$ cat config.mk
export PLATFORM = sky130hd
export DESIGN_NAME = mdu_seq_flat
export DESIGN_NICKNAME = d
export VERILOG_FILES = /design/src/rtl/mdu_if.sv /design/src/rtl/mdu_seq.sv /design/src/flat_wrapper.sv
export SDC_FILE = /design/constraint.sdc
export NUM_CORES = 1
export LEC_CHECK = 0
export CORE_ASPECT_RATIO = 0.6
export CORE_UTILIZATION = 50
export CTS_CLUSTER_SIZE = 16
export DETAILED_ROUTE_END_ITERATION = 8
export PLACE_DENSITY = 0.71
export SETUP_SLACK_MARGIN = 0.15
export SYNTH_ARGS = -nofsm -noshare
export SYNTH_HDL_FRONTEND = slang
export SYNTH_SLANG_ARGS = --single-unit
$ cat constraint.sdc
create_clock -name clk -period 5.55 [get_ports clk]
set_clock_uncertainty 0.1 [all_clocks]
set_input_delay 1.11 -clock clk [delete_from_list [all_inputs] [get_ports clk]]
set_output_delay 1.11 -clock clk [all_outputs]
set_load 0.02 [all_outputs]
$ cat src/rtl/mdu_if.sv
// mdu_if: EX-stage <-> mdu_seq handshake and data bus.
// master = pipeline side, slave = mdu_seq.
interface mdu_if;
  logic [2:0]  op_i;
  logic [31:0] rs_i;
  logic [31:0] rt_i;
  logic [63:0] prod_i;
  logic [63:0] hilo_i;
  logic        annul_i;
  logic        stall_o;
  logic        whilo_o;
  logic [63:0] hilo_o;
  logic        done_o;

  modport master (
    output op_i, rs_i, rt_i, prod_i, hilo_i, annul_i,
    input  stall_o, whilo_o, hilo_o, done_o
  );

  modport slave (
    input  op_i, rs_i, rt_i, prod_i, hilo_i, annul_i,
    output stall_o, whilo_o, hilo_o, done_o
  );
endinterface

$ cat src/rtl/mdu_seq.sv
// mdu_seq: multi-cycle MADD/MSUB accumulate and radix-2 restoring divider
// sitting beside EX. Stalls the pipeline while busy, then writes HI/LO for
// one cycle.
// Optional build macro: MDU_DIV_EARLY_EN -- finish a divide on issue when the
// dividend magnitude is below the divisor magnitude.
module mdu_seq #(
  parameter int unsigned DIV_STEPS = 32
) (
  input  logic clk,
  input  logic rst,
  mdu_if.slave bus
);

  localparam int unsigned DW    = 32;
  localparam int unsigned CNT_W = (DIV_STEPS > 1) ? $clog2(DIV_STEPS) : 1;

  localparam logic [2:0] OP_NONE  = 3'b000;
  localparam logic [2:0] OP_MADD  = 3'b001;
  localparam logic [2:0] OP_MADDU = 3'b010;
  localparam logic [2:0] OP_MSUB  = 3'b011;
  localparam logic [2:0] OP_MSUBU = 3'b100;
  localparam logic [2:0] OP_DIV   = 3'b101;
  localparam logic [2:0] OP_DIVU  = 3'b110;

  localparam logic [1:0] S_IDLE = 2'd0;
  localparam logic [1:0] S_MACC = 2'd1;
  localparam logic [1:0] S_DIV  = 2'd2;
  localparam logic [1:0] S_DONE = 2'd3;

  logic [1:0]       state_q, state_d;
  logic [CNT_W-1:0] cnt_q, cnt_d;
  logic [63:0]      acc_q, acc_d;
  logic [63:0]      res_q, res_d;
  logic [DW-1:0]    rem_q, rem_d;
  logic [DW-1:0]    quot_q, quot_d;
  logic [DW-1:0]    dvs_q, dvs_d;
  logic             qneg_q, qneg_d;
  logic             rneg_q, rneg_d;
  logic             mac_q, mac_d;

  logic          is_mac_c, is_sub_c, is_div_c, is_sdiv_c, start_c;
  logic [DW-1:0] mag_rs_c, mag_rt_c;
  logic [DW:0]   shift_c, trial_c;
  logic [DW-1:0] rem_n_c, quot_n_c;
  logic          stall_c, whilo_c;
  logic [63:0]   hilo_c;

  // Opcode decode; 111 and 000 are both idle.
  always_comb begin
    is_mac_c  = 1'b0;
    is_sub_c  = 1'b0;
    is_div_c  = 1'b0;
    is_sdiv_c = 1'b0;
    case (bus.op_i)
      OP_MADD, OP_MADDU: is_mac_c = 1'b1;
      OP_MSUB, OP_MSUBU: begin
        is_mac_c = 1'b1;
        is_sub_c = 1'b1;
      end
      OP_DIV: begin
        is_div_c  = 1'b1;
        is_sdiv_c = 1'b1;
      end
      OP_DIVU: is_div_c = 1'b1;
      OP_NONE: ;
      default: ;
    endcase
    start_c = (is_mac_c | is_div_c) & ~bus.annul_i;
  end

  // Operand magnitudes; 0x80000000 negates to itself and reads as unsigned.
  always_comb begin
    mag_rs_c = (is_sdiv_c && bus.rs_i[DW-1]) ? (~bus.rs_i + 32'd1) : bus.rs_i;
    mag_rt_c = (is_sdiv_c && bus.rt_i[DW-1]) ? (~bus.rt_i + 32'd1) : bus.rt_i;
  end

  // One restoring step: shift {rem,quot} left, trial-subtract the divisor.
  always_comb begin
    shift_c = {rem_q, quot_q[DW-1]};
    trial_c = shift_c - {1'b0, dvs_q};
    if (!trial_c[DW]) begin
      rem_n_c  = trial_c[DW-1:0];
      quot_n_c = {quot_q[DW-2:0], 1'b1};
    end else begin
      rem_n_c  = shift_c[DW-1:0];
      quot_n_c = {quot_q[DW-2:0], 1'b0};
    end
  end

  // Next-state and datapath register updates.
  always_comb begin
    state_d = state_q;
    cnt_d   = cnt_q;
    acc_d   = acc_q;
    res_d   = res_q;
    rem_d   = rem_q;
    quot_d  = quot_q;
    dvs_d   = dvs_q;
    qneg_d  = qneg_q;
    rneg_d  = rneg_q;
    mac_d   = mac_q;
    case (state_q)
      S_IDLE: begin
        if (start_c) begin
          if (is_mac_c) begin
            acc_d   = is_sub_c ? (~bus.prod_i + 64'd1) : bus.prod_i;
            mac_d   = 1'b1;
            state_d = S_DONE;
          end else if (bus.rt_i == 32'd0) begin
            res_d   = 64'h0;
            mac_d   = 1'b0;
            state_d = S_DONE;
`ifdef MDU_DIV_EARLY_EN
          end else if (mag_rs_c < mag_rt_c) begin
            res_d   = {bus.rs_i, 32'h0};
            mac_d   = 1'b0;
            state_d = S_DONE;
`endif
          end else begin
            rem_d   = 32'd0;
            quot_d  = mag_rs_c;
            dvs_d   = mag_rt_c;
            qneg_d  = is_sdiv_c & (bus.rs_i[DW-1] ^ bus.rt_i[DW-1]);
            rneg_d  = is_sdiv_c & bus.rs_i[DW-1];
            cnt_d   = '0;
            mac_d   = 1'b0;
            state_d = S_DIV;
          end
        end
      end
      S_MACC: begin
        state_d = S_DONE;
      end
      S_DIV: begin
        rem_d  = rem_n_c;
        quot_d = quot_n_c;
        cnt_d  = cnt_q + CNT_W'(1);
        if (cnt_q == CNT_W'(DIV_STEPS - 1)) begin
          res_d   = {rneg_q ? (~rem_n_c + 32'd1) : rem_n_c,
                     qneg_q ? (~quot_n_c + 32'd1) : quot_n_c};
          state_d = S_DONE;
        end
      end
      S_DONE: begin
        state_d = S_IDLE;
      end
      default: begin
        state_d = S_IDLE;
      end
    endcase
    if (bus.annul_i) begin
      state_d = S_IDLE;
    end
  end

  // State and datapath registers, synchronous reset.
  always_ff @(posedge clk) begin
    if (rst) begin
      state_q <= S_IDLE;
      cnt_q   <= '0;
      acc_q   <= '0;
      res_q   <= '0;
      rem_q   <= '0;
      quot_q  <= '0;
      dvs_q   <= '0;
      qneg_q  <= 1'b0;
      rneg_q  <= 1'b0;
      mac_q   <= 1'b0;
    end else begin
      state_q <= state_d;
      cnt_q   <= cnt_d;
      acc_q   <= acc_d;
      res_q   <= res_d;
      rem_q   <= rem_d;
      quot_q  <= quot_d;
      dvs_q   <= dvs_d;
      qneg_q  <= qneg_d;
      rneg_q  <= rneg_d;
      mac_q   <= mac_d;
    end
  end

  // Stall and HI/LO write; the accumulate add uses hilo_i as seen in DONE.
  always_comb begin
    stall_c = 1'b0;
    whilo_c = 1'b0;
    hilo_c  = 64'h0;
    if (!rst) begin
      case (state_q)
        S_IDLE: stall_c = start_c;
        S_MACC, S_DIV: stall_c = ~bus.annul_i;
        S_DONE: begin
          if (!bus.annul_i) begin
            whilo_c = 1'b1;
            hilo_c  = mac_q ? (bus.hilo_i + acc_q) : res_q;
          end
        end
        default: ;
      endcase
    end
  end

  assign bus.stall_o = stall_c;
  assign bus.whilo_o = whilo_c;
  assign bus.hilo_o  = hilo_c;
  assign bus.done_o  = whilo_c;

endmodule

$ cat src/flat_wrapper.sv
// flat-port wrapper written by rule: the top's interface ports become plain ports
module mdu_seq_flat 
#(
  parameter int unsigned DIV_STEPS = 32
)
  (clk, rst, bus_op_i, bus_rs_i, bus_rt_i, bus_prod_i, bus_hilo_i, bus_annul_i, bus_stall_o, bus_whilo_o, bus_hilo_o, bus_done_o);
  mdu_if bus_i ();
  input  logic clk;
  input  logic rst;
  input wire logic [$bits(bus_i.op_i)-1:0] bus_op_i;
  input wire logic [$bits(bus_i.rs_i)-1:0] bus_rs_i;
  input wire logic [$bits(bus_i.rt_i)-1:0] bus_rt_i;
  input wire logic [$bits(bus_i.prod_i)-1:0] bus_prod_i;
  input wire logic [$bits(bus_i.hilo_i)-1:0] bus_hilo_i;
  input wire logic [$bits(bus_i.annul_i)-1:0] bus_annul_i;
  output wire logic [$bits(bus_i.stall_o)-1:0] bus_stall_o;
  output wire logic [$bits(bus_i.whilo_o)-1:0] bus_whilo_o;
  output wire logic [$bits(bus_i.hilo_o)-1:0] bus_hilo_o;
  output wire logic [$bits(bus_i.done_o)-1:0] bus_done_o;
  assign bus_i.op_i = bus_op_i;
  assign bus_i.rs_i = bus_rs_i;
  assign bus_i.rt_i = bus_rt_i;
  assign bus_i.prod_i = bus_prod_i;
  assign bus_i.hilo_i = bus_hilo_i;
  assign bus_i.annul_i = bus_annul_i;
  assign bus_stall_o = bus_i.stall_o;
  assign bus_whilo_o = bus_i.whilo_o;
  assign bus_hilo_o = bus_i.hilo_o;
  assign bus_done_o = bus_i.done_o;
  mdu_seq #(.DIV_STEPS(DIV_STEPS)) u_core (.clk(clk), .rst(rst), .bus(bus_i));
endmodule
## After elaboration in Yosys (flattened, before gate mapping)

Cells that the tools add are included.

| word-level totals | value |
|---|---|
| register bits | 234 |
| bits in latches | 0 |
| RAM bits | 0 |
| ROM bits | 0 |
| bits of input ports | 198 |
| output and inout port bits | 67 |
| logic and storage cells | 105 |
| memories kept | 0 |

| operators by class | value |
|---|---|
| add/subtract/negate cells | 8 |
| multiply operators | 0 |
| divide/modulo/power cells | 0 |
| magnitude comparators | 0 |
| equality and inequality tests | 15 |
| shift operators | 0 |
| mux-type cells | 43 |
| bitwise logic cells | 13 |
| reductions and logical operators | 16 |

Operator list:

| cell | number |
|---|---|
| $mux 64 | 9 |
| $mux 32 | 11 |
| $add 32x1->32 const B | 4 |
| $not 32->32 | 4 |
| $pmux 32 s2 | 2 |
| $pmux 64 s2 | 1 |
| $add 64x1->64 const B | 1 |
| $add 64x64->64 | 1 |
| $not 64->64 | 1 |
| $sub 33x32->33 | 1 |
| $logic_not 32->1 | 1 |
| $mux 5 | 3 |
| $mux 1 | 11 |
| $pmux 5 s2 | 1 |
| $eq 3x3->1 const B | 3 |
| $pmux 2 s4 | 1 |
| $reduce_and 4->1 | 2 |
| $reduce_or 2->1 | 4 |
| $eq 3x2->1 const B | 2 |
| $mux 2 | 3 |
| $ne 2x1->1 const B | 3 |
| $add 5x1->5 const B | 1 |
| $eq 5x5->1 const B | 1 |
| $reduce_and 5->1 | 1 |
| other kinds (15) | 23 |

## Depth between registers and ports, before layout

| depth | value |
|---|---|
| depth after elaboration | 8 |
| gate-level depth with buffers | 24 |
| mapped depth without buffers | 22 |

## Worst setup path before layout

Ideal clock, no wire load.

| timing path | value |
|---|---|
| kind | input to output |
| start | input port bus_hilo_i[0] |
| end | output port bus_hilo_o[48] |
| data arrival time | 4479 ps |
| required time | 4340 ps |
| slack | -139 ps |
| cell stages on the path | 14 |
| path buffers | 0 |
| cells stage by stage | ha_1 inv_1 fa_1 nor2b_1 o2111ai_1 a2111oi_0 o21ai_0 a21boi_0 a211oi_1 a211o_1 and3b_1 o41ai_1 xnor2_1 o21ai_0 |

| on the way | value |
|---|---|
| word-level cells in the longest chain between the ends | 5 |

RTL lines:

| item | RTL line | text |
|---|---|---|
| start: declaration | flat_wrapper.sv:14 | `input wire logic [$bits(bus_i.hilo_i)-1:0] bus_hilo_i;` |
| $add 64x64->64 | mdu_seq.sv:195 | `hilo_c = mac_q ? (bus.hilo_i + acc_q) : res_q;` |
| $mux 64 | mdu_seq.sv:195 |  |
| $mux 64 | mdu_seq.sv:193 | `if (!bus.annul_i) begin` |
| $mux 64 | mdu_seq.sv:189 | `case (state_q)` |
| $mux 64 | mdu_seq.sv:188 | `if (!rst) begin` |
| end: declaration | flat_wrapper.sv:18 | `output wire logic [$bits(bus_i.hilo_o)-1:0] bus_hilo_o;` |

Every way passes these cells.

## Worst setup path in the final report

| timing path | value |
|---|---|
| start | input port bus_hilo_i[0] |
| end | output port bus_hilo_o[54] |

Same word-level chain as after synthesis.

==> flow_summary_export.csv <==
group,metric,value,unit
status,run_status,"finished, violations left",
status,violations,"setup timing",
synth,synth_simple_gate_area_share,22.3,%
route,viasPerCell,6.03,
synth,syn_avg_cell_area,7.28,um2
global_routing,remaining_global_route_overflow,0,
die,start_util,51.2,%
synth,number_of_cells_produced_by_synthesis,2674,
worst_setup_path,path_max_fanout,3,
timing,rsz0062_at_grt,"yes",
synth,sequential_area_share_after_synthesis,24.0,%
global_routing,first_pass_grt_wire_length,108,mm
finish,flow.area_growth_from_synthesis,33.8,%
synth,synth-xor-area-share,11.1,%
synth,postSynthNetCount,2980,
finish,number_of_nets_in_the_final_layout,3397,
synth,synthMuxAreaShare,3.21,%
synth,synth.ff_latch_count,234,
global_routing,grt_pass1_vias,20400,
synth,synth_top_family_by_area,"compound AO/OA/AOI/OAI gates",
worst_setup_path,worst-setup-path-type,"input pin to output pin",
placement,hpwlAfterDp,53.3,mm
timing,slew_headroom,11.5,%
synth,netlist_area,19500,um2
finish,finish.instance_area,26100,um2
clocking,ctsHoldBuffers,0,
placement,placed_area,24000,um2
synth,fraction_of_the_mapped_netlist_area_in_compound_gates,27.1,%
synth,async_flop_share,0,%
timing,period_minus_slack,5680,ps
worst_setup_path,worst_path_max_delay_cell,"sky130_fd_sc_hd__or3_1",
synth,synth-edff-count,0,
synth,cell_variety_after_synth,78,
die,floorplan.die_area,39800,um2
route,drt-wirelength-per-cell,19.3,um
run,max_cap_violations,0,
synth,synth_top_flop_cell,"sky130_fd_sc_hd__dfxtp_1",
clocking,clk_root_buffer_cell,"sky130_fd_sc_hd__clkbuf_16",
timing,drv_slew,0,
global_routing,tot_gr_track_use,33.3,%
worst_setup_path,timing.reg2reg.worst_path_depth,22,
placement,place.port_buffers,264,
worst_setup_path,worst_path_largest_cell_delay,380,ps
timing,timing.final.hold_violations,0,
die,die_h,155,um
placement,dp_slack,-1590,ps
timing,timing.final.setup_violations,3,
timing,fin_setup_tns,-199,ps
placement,placed_cells_incl_taps,3539,
finish,diodes,0,
clocking,tritoncts,"done",
synth,yosysWarningCount,0,
worst_setup_path,crit_arrival,4470,ps
worst_setup_path,critical_path_required,4340,ps
die,row_count,55,
worst_setup_path,path_common_cell,"sky130_fd_sc_hd__buf_4",
finish,final_layout_size_suffix_gt1_share,17.3,%
clocking,clk_pin_slew,60,ps
clocking,cts_buffer_depth,3,
timing,max_freq,0.176,GHz
route,drt_first_pass_iters,6,
min_path,timing.hold.worst.class,"flop to flop",
placement,place.gp.congestion,0.948,
clocking,worstSkewPairLatency,560,ps
die,io_pins,265,
global_routing,grt_start_max_net_pins,98,
route,post-route-drc-count,0,
worst_setup_path,crit_path_capture_type,"output pin",
route,drt_wl_total,69.8,mm
timing,slew_of_the_pin_with_the_lowest_slew_margin,1330,ps
pwr,power.leakage,0.0103,uW
timing,layout_setup_ws,-135,ps
route,routed-via-count,21900,
global_routing,grt_antenna_before_repair,0,
timing,finalCritPeriodShare,102,%
synth,synth_fa_ha_area_share,7.01,%
min_path,worstHoldPathCells,2,
route,first_iter_violations,1925,
die,die_w,257,um
route,ant_nets,0,
die,floorplan.core_area,38100,um2
clocking,cts.htree.levels,1,
finish,stdcell_count,3621,
clocking,cts_buffers,25,
worst_setup_path,crit_path_start_kind,"input pin",
clocking,numClockSinks,234,
worst_setup_path,cp_cell_instances,"buf_8, ha_4, inv_2, fa_2, nor2b_4, o2111ai_4, a2111oi_4, buf_4, buf_6, buf_6, o21ai_4, a211oi_2, buf_4, o21ai_4, and2_4, o21ai_2, a31oi_1, or3_1, o211ai_1, buf_4",
pwr,power.density,221,nW/um2
pwr,max-vdd-ir-drop,0.194,mV
==> cell usage in the layout, fill, tap and decap left out, types with 30 or more instances in the layout <==
cell type                         instances
sky130_fd_sc_hd__o21ai_0                133
sky130_fd_sc_hd__dfxtp_1                233
sky130_fd_sc_hd__o31ai_1                 42
sky130_fd_sc_hd__a211oi_1                97
sky130_fd_sc_hd__clkdlybuf4s50_1        173
sky130_fd_sc_hd__buf_4                  293
sky130_fd_sc_hd__mux2i_1                 52
sky130_fd_sc_hd__nand3_1                 85
sky130_fd_sc_hd__nor2_1                 299
sky130_fd_sc_hd__a31oi_1                 30
sky130_fd_sc_hd__xor2_1                  96
sky130_fd_sc_hd__nor3_1                  50
sky130_fd_sc_hd__ha_4                    43
sky130_fd_sc_hd__a21o_1                  43
sky130_fd_sc_hd__xnor2_1                146
sky130_fd_sc_hd__nand4_1                 30
sky130_fd_sc_hd__nand2_1                295
sky130_fd_sc_hd__ha_1                    61
sky130_fd_sc_hd__a21oi_1                217
sky130_fd_sc_hd__inv_1                   93
==> cell type report <==
class                   count  area (um2)
clock buffers              32         692
clock inverters            12         128
fillers                  3180       12000
inverters                  97         364
multi-input cells        2182       14800
flip-flops and latches    234        4690
well taps                 513         642
repair buffers            551        4740
==> synthesized netlist by cell type (6+ instances only) <==
| cell type | instances | area (um2) |
|---|---|---|
| sky130_fd_sc_hd__a2111oi_0 | 12 | 105 |
| sky130_fd_sc_hd__a211o_1 | 8 | 70.1 |
| sky130_fd_sc_hd__a211oi_1 | 103 | 773 |
| sky130_fd_sc_hd__a21o_1 | 43 | 323 |
| sky130_fd_sc_hd__a21oi_1 | 240 | 1200 |
| sky130_fd_sc_hd__a22oi_1 | 29 | 218 |
| sky130_fd_sc_hd__a311oi_1 | 11 | 96.3 |
| sky130_fd_sc_hd__a31oi_1 | 31 | 194 |
| sky130_fd_sc_hd__a32oi_1 | 12 | 105 |
| sky130_fd_sc_hd__and2_1 | 21 | 131 |
| sky130_fd_sc_hd__and3_1 | 17 | 106 |
| sky130_fd_sc_hd__buf_1 | 12 | 45.0 |
| sky130_fd_sc_hd__buf_2 | 15 | 75.1 |
| sky130_fd_sc_hd__clkbuf_1 | 126 | 473 |
| sky130_fd_sc_hd__dfxtp_1 | 234 | 4680 |
| sky130_fd_sc_hd__ha_1 | 106 | 1330 |
| sky130_fd_sc_hd__inv_1 | 95 | 357 |
| sky130_fd_sc_hd__mux2_2 | 8 | 90.1 |
| sky130_fd_sc_hd__mux2i_1 | 52 | 521 |
| sky130_fd_sc_hd__nand2_1 | 301 | 1130 |
| sky130_fd_sc_hd__nand2b_1 | 14 | 87.6 |
| sky130_fd_sc_hd__nand3_1 | 85 | 425 |
| sky130_fd_sc_hd__nand4_1 | 30 | 188 |
| sky130_fd_sc_hd__nor2_1 | 308 | 1160 |
| sky130_fd_sc_hd__nor2b_1 | 9 | 56.3 |
| sky130_fd_sc_hd__nor3_1 | 53 | 265 |
| sky130_fd_sc_hd__nor3b_1 | 6 | 45.0 |
| sky130_fd_sc_hd__nor4_1 | 22 | 138 |
| sky130_fd_sc_hd__o211ai_1 | 12 | 90.1 |
| sky130_fd_sc_hd__o21a_1 | 20 | 150 |
| sky130_fd_sc_hd__o21ai_0 | 157 | 786 |
| sky130_fd_sc_hd__o21bai_1 | 17 | 128 |
| sky130_fd_sc_hd__o31a_1 | 15 | 131 |
| sky130_fd_sc_hd__o31ai_1 | 43 | 323 |
| sky130_fd_sc_hd__o41ai_1 | 19 | 166 |
| sky130_fd_sc_hd__or3_1 | 30 | 188 |
| sky130_fd_sc_hd__or4_1 | 20 | 150 |
| sky130_fd_sc_hd__xnor2_1 | 150 | 1310 |
| sky130_fd_sc_hd__xor2_1 | 96 | 841 |
==> worst paths after layout <==
check                                 start  slack, ps                            end
min           u_core.res_q[51]$_SDFFE_PP0P_        350  u_core.res_q[51]$_SDFFE_PP0P_
max                           bus_hilo_i[0]       -130                 bus_hilo_o[54]
min reg2reg   u_core.res_q[51]$_SDFFE_PP0P_        350  u_core.res_q[51]$_SDFFE_PP0P_
max reg2reg  u_core.quot_q[31]$_SDFFE_PP0P_        480  u_core.res_q[62]$_SDFFE_PP0P_
==> logic make-up after synthesis <==
group	count (synthesis)
and+or+nand+nor	948
AOI/OAI and AO/OA	819
buffers and inverters	258
xor gates and xnor gates	246
DFF	234
adders and majority gates	108
muxes	61
==> critical path, delay by kind of cell <==
| kind | cells | cell delay, ps |
|---|---|---|
| AO/OA/AOI/OAI | 8 | 1320 |
| adder cells (fa/ha/maj) | 2 | 490 |
| buffers and inverters | 7 | 830 |
| AND/OR/NAND/NOR | 3 | 720 |
==> power by group <==
| group | internal [uW] | total (uW) | switching [uW] |
|---|---|---|---|
| clock | 975 | 1720 | 749 |
| sequential | 1760 | 1850 | 87.4 |
| combinational | 990 | 2200 | 1210 |
| total | 3730 | 5770 | 2040 |
==> flip-flops by register name, summed over array words and instances, names as in the netlist <==
register / count
u_core.state_q: 2
u_core.qneg_q: 1
u_core.mac_q: 1
u_core.dvs_q: 32
u_core.rem_q: 32
u_core.res_q: 64
u_core.quot_q: 32
u_core.rneg_q: 1
u_core.cnt_q: 5
u_core.acc_q: 64
==> what timing repair did <==
item,CTS,global route
gates resized for setup,261,170
pin swaps,52,79
endpoints found under the setup margin,52,46
buffers inserted,19,20
==> metrics by stage <==
step           utilization [%]  hold WS [ps]  total power, uW
2_1_floorplan                -           324             3040
3_3_place_gp              63.1           342             3800
3_5_place_dp              63.1           343             3830
4_1_cts                   66.8           355             5640
5_1_grt                   68.5           373             6030
6_report                  68.5           353             5770
==> layer usage <==
metal | wire length, um | GRT usage [%]
met4 | 1960 | 8.79
met5 | 0 | 0
met1 | 32100 | 46.7
met3 | 5170 | 5.36
met2 | 30600 | 52.9
No activity file was read; power rests on OpenSTA's default activity.
